File: src/rtl/helios_link_pkg.sv
// helios_link_pkg: shared 64-bit message header layout, special IDs/types and field helpers
// for the Helios parent/child links.
package helios_link_pkg;
   localparam int TYPE_LSB = 56;
   localparam int DEST_LSB = 48;
   localparam int SRC_LSB  = 40;
   localparam logic [7:0] AGG_TYPE = 8'h04;
   localparam logic [7:0] BCAST_ID = 8'hFF;

   typedef enum logic [7:0] {
      MSG_DATA   = 8'h01,
      MSG_CTRL   = 8'h02,
      MSG_STATUS = 8'h04
   } msg_type_e;

   function automatic logic [7:0] get_dest(input logic [63:0] w);
      return w[DEST_LSB +: 8];
   endfunction

   function automatic logic [7:0] get_type(input logic [63:0] w);
      return w[TYPE_LSB +: 8];
   endfunction
endpackage

File: src/rtl/helios_root_hub_arb.sv
// rr_arbiter: round-robin one-hot grant; priority starts one past the last granted index
// and the pointer only moves when the grant is actually consumed.
module rr_arbiter #(
   parameter int N = 4
) (
   input  logic         clk,
   input  logic         reset,
   input  logic [N-1:0] i_req,
   input  logic         i_adv,
   output logic [N-1:0] o_grant
);
   localparam int PW = (N > 1) ? $clog2(N) : 1;

   logic [PW-1:0] r_ptr;
   logic [PW-1:0] w_idx;
   logic [PW-1:0] w_c;
   logic          w_found;

   always_comb begin
      o_grant = '0;
      w_idx   = r_ptr;
      w_c     = r_ptr;
      w_found = 1'b0;
      for (int k = 1; k <= N; k++) begin
         w_c = PW'((int'(r_ptr) + k) % N);
         if (!w_found && i_req[w_c]) begin
            w_found      = 1'b1;
            w_idx        = w_c;
            o_grant[w_c] = 1'b1;
         end
      end
   end

   always_ff @(posedge clk or negedge reset) begin
      if (!reset)
         r_ptr <= PW'(N - 1);
      else if (i_adv && w_found)
         r_ptr <= w_idx;
   end
endmodule

File: src/rtl/helios_root_hub.sv
// helios_root_hub: routes root-controller words to child lanes (unicast/broadcast) and merges
// child words round-robin upstream, folding one status report per child into one aggregate.
module helios_root_hub #(
   parameter int         NUM_CHILDREN = 4,
   parameter logic [7:0] AGG_TYPE     = helios_link_pkg::AGG_TYPE,
   parameter logic [7:0] BCAST_ID     = helios_link_pkg::BCAST_ID
) (
   input  logic                      clk,
   input  logic                      reset,
   input  logic [63:0]               host_tx_data,
   input  logic                      host_tx_valid,
   output logic                      host_tx_ready,
   output logic [63:0]               host_rx_data,
   output logic                      host_rx_valid,
   input  logic                      host_rx_ready,
   output logic [64*NUM_CHILDREN-1:0] child_tx_data,
   output logic [NUM_CHILDREN-1:0]   child_tx_valid,
   input  logic [NUM_CHILDREN-1:0]   child_tx_ready,
   input  logic [64*NUM_CHILDREN-1:0] child_rx_data,
   input  logic [NUM_CHILDREN-1:0]   child_rx_valid,
   output logic [NUM_CHILDREN-1:0]   child_rx_ready,
   output logic                      dest_error
);
   import helios_link_pkg::*;

   logic [NUM_CHILDREN-1:0][63:0] r_slot_data;
   logic [NUM_CHILDREN-1:0]       r_slot_valid;
   logic [NUM_CHILDREN-1:0]       w_free;
   logic [NUM_CHILDREN-1:0]       w_load;
   logic [7:0]                    w_dest;
   logic                          w_bcast;
   logic                          w_uni;
   logic                          w_host_fire;
   logic                          r_dest_err;

   assign w_dest  = get_dest(host_tx_data);
   assign w_bcast = w_dest == BCAST_ID;
   assign w_uni   = w_dest != 8'd0 && w_dest <= 8'(NUM_CHILDREN);
   assign w_free  = ~r_slot_valid | child_tx_ready;

   always_comb begin
      w_load = '0;
      for (int i = 0; i < NUM_CHILDREN; i++)
         w_load[i] = w_bcast || (w_uni && w_dest == 8'(i + 1));
   end

   // Broadcast waits for every slot so that all lanes load on the same edge.
   assign host_tx_ready  = reset && (w_bcast ? &w_free : w_uni ? |(w_load & w_free) : 1'b1);
   assign w_host_fire    = host_tx_valid && host_tx_ready;
   assign child_tx_data  = r_slot_data;
   assign child_tx_valid = r_slot_valid;
   assign dest_error     = r_dest_err;

   always_ff @(posedge clk or negedge reset) begin
      if (!reset) begin
         r_slot_valid <= '0;
         r_slot_data  <= '0;
         r_dest_err   <= 1'b0;
      end else begin
         r_dest_err <= w_host_fire && !w_bcast && !w_uni;
         for (int i = 0; i < NUM_CHILDREN; i++) begin
            if (w_host_fire && w_load[i]) begin
               r_slot_valid[i] <= 1'b1;
               r_slot_data[i]  <= host_tx_data;
            end else if (child_tx_ready[i]) begin
               r_slot_valid[i] <= 1'b0;
            end
         end
      end
   end

   logic [NUM_CHILDREN-1:0] w_req;
   logic [NUM_CHILDREN-1:0] w_grant;
   logic [NUM_CHILDREN-1:0] r_reported;
   logic [63:0]             w_sel;
   logic [63:0]             r_out_data;
   logic                    r_out_valid;
   logic                    r_or_acc;
   logic                    w_can_load;
   logic                    w_emit;
   logic                    w_adv;
   logic                    w_take;
   logic                    w_sel_agg;

   assign w_can_load = !r_out_valid || host_rx_ready;
   assign w_emit     = &r_reported && w_can_load;
   assign w_adv      = reset && w_can_load && !w_emit;

   // A child that already reported this round is not eligible while it presents another report.
   always_comb begin
      w_req = '0;
      for (int i = 0; i < NUM_CHILDREN; i++)
         w_req[i] = child_rx_valid[i] &&
                    !(child_rx_data[i*64 + TYPE_LSB +: 8] == AGG_TYPE && r_reported[i]);
   end

   always_comb begin
      w_sel = '0;
      for (int i = 0; i < NUM_CHILDREN; i++)
         w_sel = w_sel | ({64{w_grant[i]}} & child_rx_data[i*64 +: 64]);
   end

   rr_arbiter #(.N(NUM_CHILDREN)) u_arb (
      .clk     (clk),
      .reset   (reset),
      .i_req   (w_req),
      .i_adv   (w_adv),
      .o_grant (w_grant)
   );

   assign child_rx_ready = w_grant & {NUM_CHILDREN{w_adv}};
   assign w_take         = |child_rx_ready;
   assign w_sel_agg      = get_type(w_sel) == AGG_TYPE;
   assign host_rx_data   = r_out_data;
   assign host_rx_valid  = r_out_valid;

   always_ff @(posedge clk or negedge reset) begin
      if (!reset) begin
         r_out_valid <= 1'b0;
         r_out_data  <= '0;
         r_reported  <= '0;
         r_or_acc    <= 1'b0;
      end else if (w_emit) begin
         r_out_valid <= 1'b1;
         r_out_data  <= {AGG_TYPE, 16'h0000, 39'b0, r_or_acc};
         r_reported  <= '0;
         r_or_acc    <= 1'b0;
      end else if (w_take && !w_sel_agg) begin
         r_out_valid <= 1'b1;
         r_out_data  <= w_sel;
      end else begin
         if (host_rx_ready)
            r_out_valid <= 1'b0;
         if (w_take) begin
            r_reported <= r_reported | child_rx_ready;
            r_or_acc   <= r_or_acc | w_sel[0];
         end
      end
   end
endmodule

File: config.mk
export PLATFORM = sky130hd
export DESIGN_NAME = helios_root_hub
export DESIGN_NICKNAME = d
export VERILOG_FILES = /design/src/rtl/helios_link_pkg.sv /design/src/rtl/helios_root_hub_arb.sv /design/src/rtl/helios_root_hub.sv
export SDC_FILE = /design/constraint.sdc
export NUM_CORES = 1
export LEC_CHECK = 0
export ABC_AREA = 0
export CAP_MARGIN = 20
export CORE_AREA = 5 5 258 260
export DETAILED_ROUTE_END_ITERATION = 16
export DIE_AREA = 0 0 263 265
export PLACE_DENSITY = 0.46
export SYNTH_ARGS = -nofsm -noshare
export SYNTH_HDL_FRONTEND = slang
export SYNTH_SLANG_ARGS = --single-unit
File: constraint.sdc
create_clock -name clk -period 6 [get_ports clk]
set_input_delay 1.2 -clock clk [delete_from_list [all_inputs] [get_ports clk]]
set_output_delay 1.2 -clock clk [all_outputs]
set_load 0.005 [all_outputs]
* Word-level counts from Yosys, hierarchy flattened
Cells that the tools add are included.
** Operators by class
- $add $sub $neg :: 4
- Multipliers :: 0
- Divide/modulo/power cells :: 0
- Order comparisons :: 9
- Equal/unequal tests :: 11
- Shifts and indexed selects :: 0
- Multiplexer cells :: 49
- Bitwise gates (word level) :: 16
- Reduce and logical (&&, ||, !) cells :: 65
** Operators by type and width (number)
- AND 64 bit :: 4
- OR 64 bit :: 3
- 2-to-1 mux 64 bit :: 2
- == test 8 x 3 -> 1 bit (second input constant) :: 6
- logical AND 1 bit :: 33
- 2-to-1 mux 1 bit :: 28
- 2-to-1 mux 4 bit :: 7
- OR 4 bit :: 5
- == test 8 x 2 -> 1 bit (second input constant) :: 2
- zero test 1 bit :: 12
- less-than comparator 2 x 3 -> 1 bit (second input constant) :: 4
- nonzero test 2 bit :: 6
- AND 4 bit :: 2
- binary-select mux 1 bit (select 2 bit) :: 4
- demux 1 bit (select 2 bit) :: 4
- == test 8 x 1 -> 1 bit (second input constant) :: 1
- == test 8 bit (second input constant) :: 1
- greater-or-equal comparator 2 x 1 -> 1 bit (second input constant) :: 4
- less-or-equal comparator 8 x 3 -> 1 bit (second input constant) :: 1
- 2-to-1 mux 2 bit :: 4
- AND reduction 4 bit :: 2
- nonzero test 8 bit :: 1
- OR reduction 4 bit :: 2
- logical OR 1 bit :: 5
- 8 further kinds :: 11
** Word-level totals
- Flip-flop bits (word level) :: 333
- Latch bits :: 0
- RAM bits :: 0
- Memory bits (read-only) :: 0
- Bits of input ports :: 332
- Memories :: 0

* Longest topological paths before layout
Gate-level depths: netlist of run 1.
- Depth in word-level cells :: 25
- Depth in mapped cells :: 15
- Depth with buffers taken out :: 11

* Modules after synthesis
A second synthesis of run 1 with hierarchy kept.
** Unflattened totals
- Cells, all modules :: 1341
- Area, all modules :: 14607.8 um^2
** Modules (own cells, without submodules)
- helios_root_hub :: times used 1, cells an instance 1290, area an instance 14127.3 um^2
- rr_arbiter :: times used 1, cells an instance 51, area an instance 480.5 um^2

* Worst setup path after synthesis of run 1
OpenSTA, ideal clock, no wires.
- Kind :: input to output
- Start point :: in child_rx_data[123]
- End point :: out child_rx_ready[0]
- Arrival :: 4.015 ns
- Required time :: 4.800 ns
- Slack :: 0.785 ns
- Stages :: 10
- Buffers on the path :: 3
- Cells stage by stage :: or4_4 -> o31a_1 -> nor4_1 -> o31ai_2 -> a21boi_0 -> or2_2 -> clkbuf_1 -> clkbuf_1 -> clkbuf_1 -> nor2b_1
** On the way
- Cells in the longest elaborated chain, start to end :: 17
- Elaborated cells on any way between the ends :: 29
- Classes of those cells :: eq/ne: 1; mux: 15; bitwise: 4; reduce/logical: 9
** RTL lines
- start: declaration :: line helios_root_hub.sv:19 : input logic [64*NUM_CHILDREN-1:0] child_rx_data,
- == test 8 x 3 -> 1 bit * :: line helios_root_hub.sv:94 : !(child_rx_data[i*64 + TYPE_LSB +: 8] == AGG_TYPE && r_reported[i]);
- logical AND 1 bit * :: line helios_root_hub.sv:94
- zero test 1 bit * :: line helios_root_hub.sv:94
- logical AND 1 bit * :: line helios_root_hub.sv:93 : w_req[i] = child_rx_valid[i] &&
- binary-select mux 1 bit (select 2 bit) :: line helios_root_hub_arb.sv:26 : if (!w_found && i_req[w_c]) begin
- 2-to-1 mux 1 bit (not written as such) :: line helios_root_hub_arb.sv:26
- 2-to-1 mux 1 bit :: line helios_root_hub_arb.sv:26
- zero test 1 bit :: line helios_root_hub_arb.sv:26
- logical AND 1 bit :: line helios_root_hub_arb.sv:26
- 2-to-1 mux 1 bit :: line helios_root_hub_arb.sv:26
- zero test 1 bit :: line helios_root_hub_arb.sv:26
- logical AND 1 bit :: line helios_root_hub_arb.sv:26
- 2-to-1 mux 1 bit :: line helios_root_hub_arb.sv:26
- zero test 1 bit :: line helios_root_hub_arb.sv:26
- logical AND 1 bit :: line helios_root_hub_arb.sv:26
- 2-to-1 mux 4 bit * :: line helios_root_hub_arb.sv:26
- AND 4 bit * :: line helios_root_hub.sv:111 : assign child_rx_ready = w_grant & {NUM_CHILDREN{w_adv}};
- end: declaration :: line helios_root_hub.sv:21 : output logic [NUM_CHILDREN-1:0] child_rx_ready,
Mark *: on every way between the ends. The rest lies on a longest branch, timed or not. The select of a mux whose other input is x is not followed.

* Worst setup path after layout of run 1
- Start point :: in child_rx_data[189]
- End point :: out child_rx_ready[0]
Same word-level chain as after synthesis.

==> metrics.md, run 1 <==
| Metric | Value |
|---|---|
| Status | `completed` |
| Gpl congestion | `0.876` |
| Die area | `around 70000 um^2` |
| Crit path DAT | `4.64 ns` |
| Sw Share | `36.2%` |
| Placed cells | `roughly 2600` |
| Worst skew pair latency | `0.57 ns` |
| Via count | `12205` |
| Cell area after synthesis | `14700 um^2` |
| DR DRC count | `0` |
| TritonCTS Buffers | `40` |
| Starting density of the core | `23.1%` |
| Max Fclk | `between 150 and 200 MHz` |
| HP Class | `reg2reg` |
| Combinational power share | `between 40% and 50%` |
| Syn nets | `1451` |
| Initial DRT Pass Iterations | `6` |
| H-tree Lvls | `2` |
| RSZ-0062 raised after global routing | `false` |
| Power per cell area | `409 nW/um^2` |
| Die width | `263 um` |
| CP Launch Type | `input pin` |
| Post-Route WL | `between 60000 and 70000 um` |
| YS warnings | `0` |
| Starting DRT DRC Count | `752` |
| Post-layout min period | `5.84 ns` |
| Endpoints failing hold | `0` |
| TritonCTS clock tree | `yes` |
| Die Ht | `265 um` |
| Longest Clk Path Bufs | `3` |
| Slew headroom | `a little under a third` |
| CP Data Required Time | `4.80 ns` |
| Most frequent cell after synthesis | `dfrtp_1` |
| Share of layout cells above drive strength 1 | `19.9%` |
| Synth top cells by count | `dfrtp_1 (331), mux2_2 (224), nand2_1 (82)` |
| Vias in the first global route | `13315` |
| Initial antenna violation count | `4` |
| Post_cts resized | `0` |
| Setup TNS | `0 ns` |
| Clk_skew | `roughly 0.023 ns` |
| Max-slew violations | `0` |
| Row Count | `93` |
| Largest cells by area after synthesis | `dfrtp_1 (56%), mux2_2 (17%), mux2i_1 (4.3%)` |
| Hold buffers post-CTS | `0` |
| Crit path max fanout | `10` |
| Mapped Avg Cell Area | `between 10 and 15 um^2` |
| Crit path kind | `in2out` |
| Post-synth EDFFs | `0` |
| Vias/cell | `4.56` |
| Dpl hpwl | `49200 um` |
| Clock sinks | `around 330` |
| Sw power | `3.54 mW` |
| Core area | `63900 um^2` |
| Max cap viols | `0` |
| # Post-CTS Setup Buffers | `0` |
| Tcrit/Tclk final | `97.3%` |
| Synth async-reset ratio | `100%` |
| Area Overhead vs Synth | `62.2%` |
| Clock root buffer | `clkbuf_16` |
| Worst Tran Pin Value | `1.03 ns` |
| Antenna-violating nets left | `0` |
| Leak | `11.0 nW` |
| Final #Nets | `2124` |
| VDD IR max | `approximately 0.43 mV` |
| GR Overflow Total | `0` |
| Netlist cell types | `62` |
| Synth area leader | `dfrtp_1` |
| CTS clock-pin slew for the worst setup and hold paths | `0.05 ns` |
| Power Internal | `6.23 mW` |
| Boundary Pins | `663` |
| Synth Instances | `1111` |
| DR WL/cell | `23.4 um` |
| Seq pwr share | `approximately 29%` |
| Post-synth top flop | `dfrtp_1` |
| First-pass GRT wire length | `91800 um` |
| Total track usage | `17.3%` |
| Crit. End Element | `output pin` |
| Clk pwr share | `25.5%` |
| Top cell type's share of synthesized area | `56.2%` |
| Pin count of the biggest net entering global routing | `141` |
| Final cell count without fillers | `2674` |
| Number of buffers inserted by port buffering | `662` |
| Synth Register Bits | `333` |
| Setup Viol. Count Final | `0` |
| Post-synthesis sequential area ratio | `56.5%` |
-- logic make-up (layout without fill, tap and decap cells) --
kind of cell	after synthesis	after routing	synth area share [%]
buf+inv	84	789	2.78
compound gates	225	225	12.3
flops	333	333	56.5
fa+ha+maj	8	8	0.679
simple gates	167	167	5.58
mux	292	292	22.0
xor+xnor	2	2	0.119
other cells	0	3	0
-- layout make-up --
class / instances / area, um^2
timing repair buffer: 708 / 7080
clock inverter: 15 / 213
fill: 6099 / 40000
sequential: 333 / 8340
antenna: 3 / 7.51
tap: 855 / 1070
inverter: 7 / 26.3
clock buffer: 59 / 1150
multi-input combinational: 694 / 6030
-- flip-flops by register name, summed over array words and instances, names as in the netlist --
register        flops
child_tx_data     256
child_tx_valid      4
dest_error          1
host_rx_data       64
host_rx_valid       1
r_or_acc            1
r_reported          4
u_arb.r_ptr         2
-- worst paths after layout --
path	from	to	slack (ns)	cells past startpoint
setup / recovery	child_rx_data[189]	child_rx_ready[0]	0.16	9
hold / removal	child_tx_data[176]$_DFFE_PN0P_	child_tx_data[176]$_DFFE_PN0P_	0.47	1
setup reg to reg	r_reported[2]$_DFFE_PN0P_	host_rx_data[52]$_DFFE_PN0P_	1.45	13
hold reg to reg	child_tx_data[176]$_DFFE_PN0P_	child_tx_data[176]$_DFFE_PN0P_	0.47	1
max in group asynchronous	reset	host_rx_data[0]$_DFFE_PN0P_	3.57	3
min in group asynchronous	reset	child_tx_data[107]$_DFFE_PN0P_	0.54	1
-- through the flow --
stage / hold slack, ns / power (mW) / setup WS [ns] / util [%] / instance area, um^2
after floorplan: 0.459 / 5.12 / 0.785 / - / 14700
after global placement: 0.448 / 7.39 / 0.112 / 35.3 / 22500
after detailed placement: 0.451 / 7.40 / 0.130 / 35.3 / 22500
after CTS: 0.470 / 9.97 / 0.136 / 37.4 / 23900
after global routing: 0.486 / 10.4 / 0.0349 / 37.4 / 23900
final: 0.468 / 9.78 / 0.161 / 37.4 / 23900
-- power groups by stage --
stage          combinational (mW)  sequential [mW]  clock [mW]
3_5_place_dp                 4.53             2.87           0
4_1_cts                      4.53             2.83        2.61
6_report                     4.46             2.83        2.49
2_1_floorplan                2.27             2.85           0
5_1_grt                      4.83             2.87        2.68
3_3_place_gp                 4.53             2.87           0
-- layout by cell type (no fill, tap or decap), drive strengths merged, types with 21 or more instances in the layout --
master / instances
a21boi: 61
nor2: 21
clkbuf: 59
a21o: 27
clkdlybuf4s50: 661
dfrtp: 331
mux2: 225
nand2: 82
a222oi: 59
mux2i: 64
buf: 47
-- metal layers --
layer	track usage (%)	share of wire (%)	up-vias
met5	0	0	-
met1	19.1	37	5991
met3	5.27	7.8	115
li1	-	-	5535
met4	5.86	3.6	0
met2	31.5	52	564
-- critical path: stages --
cell and delay [ns]:
clkdlybuf4s50_1 0.47, nor4b_1 0.67, a31oi_2 0.38, and4_1 0.30
o31ai_2 0.42, a21boi_0 0.20, or2_2 0.34, nor2b_1 0.14
clkdlybuf4s50_1 0.50
No activity file was read; power rests on OpenSTA's default activity.
==> run 2, diff against run 1 <==
--- a/config.mk
+++ b/config.mk
@@ -11,6 +11,7 @@
 export DETAILED_ROUTE_END_ITERATION = 16
 export DIE_AREA = 0 0 263 265
 export PLACE_DENSITY = 0.46
+export SLEW_MARGIN = 5
 export SYNTH_ARGS = -nofsm -noshare
 export SYNTH_HDL_FRONTEND = slang
 export SYNTH_SLANG_ARGS = --single-unit
==> results of run 2 <==
The final DEF is identical to that of run 1; final timing and power are the same.
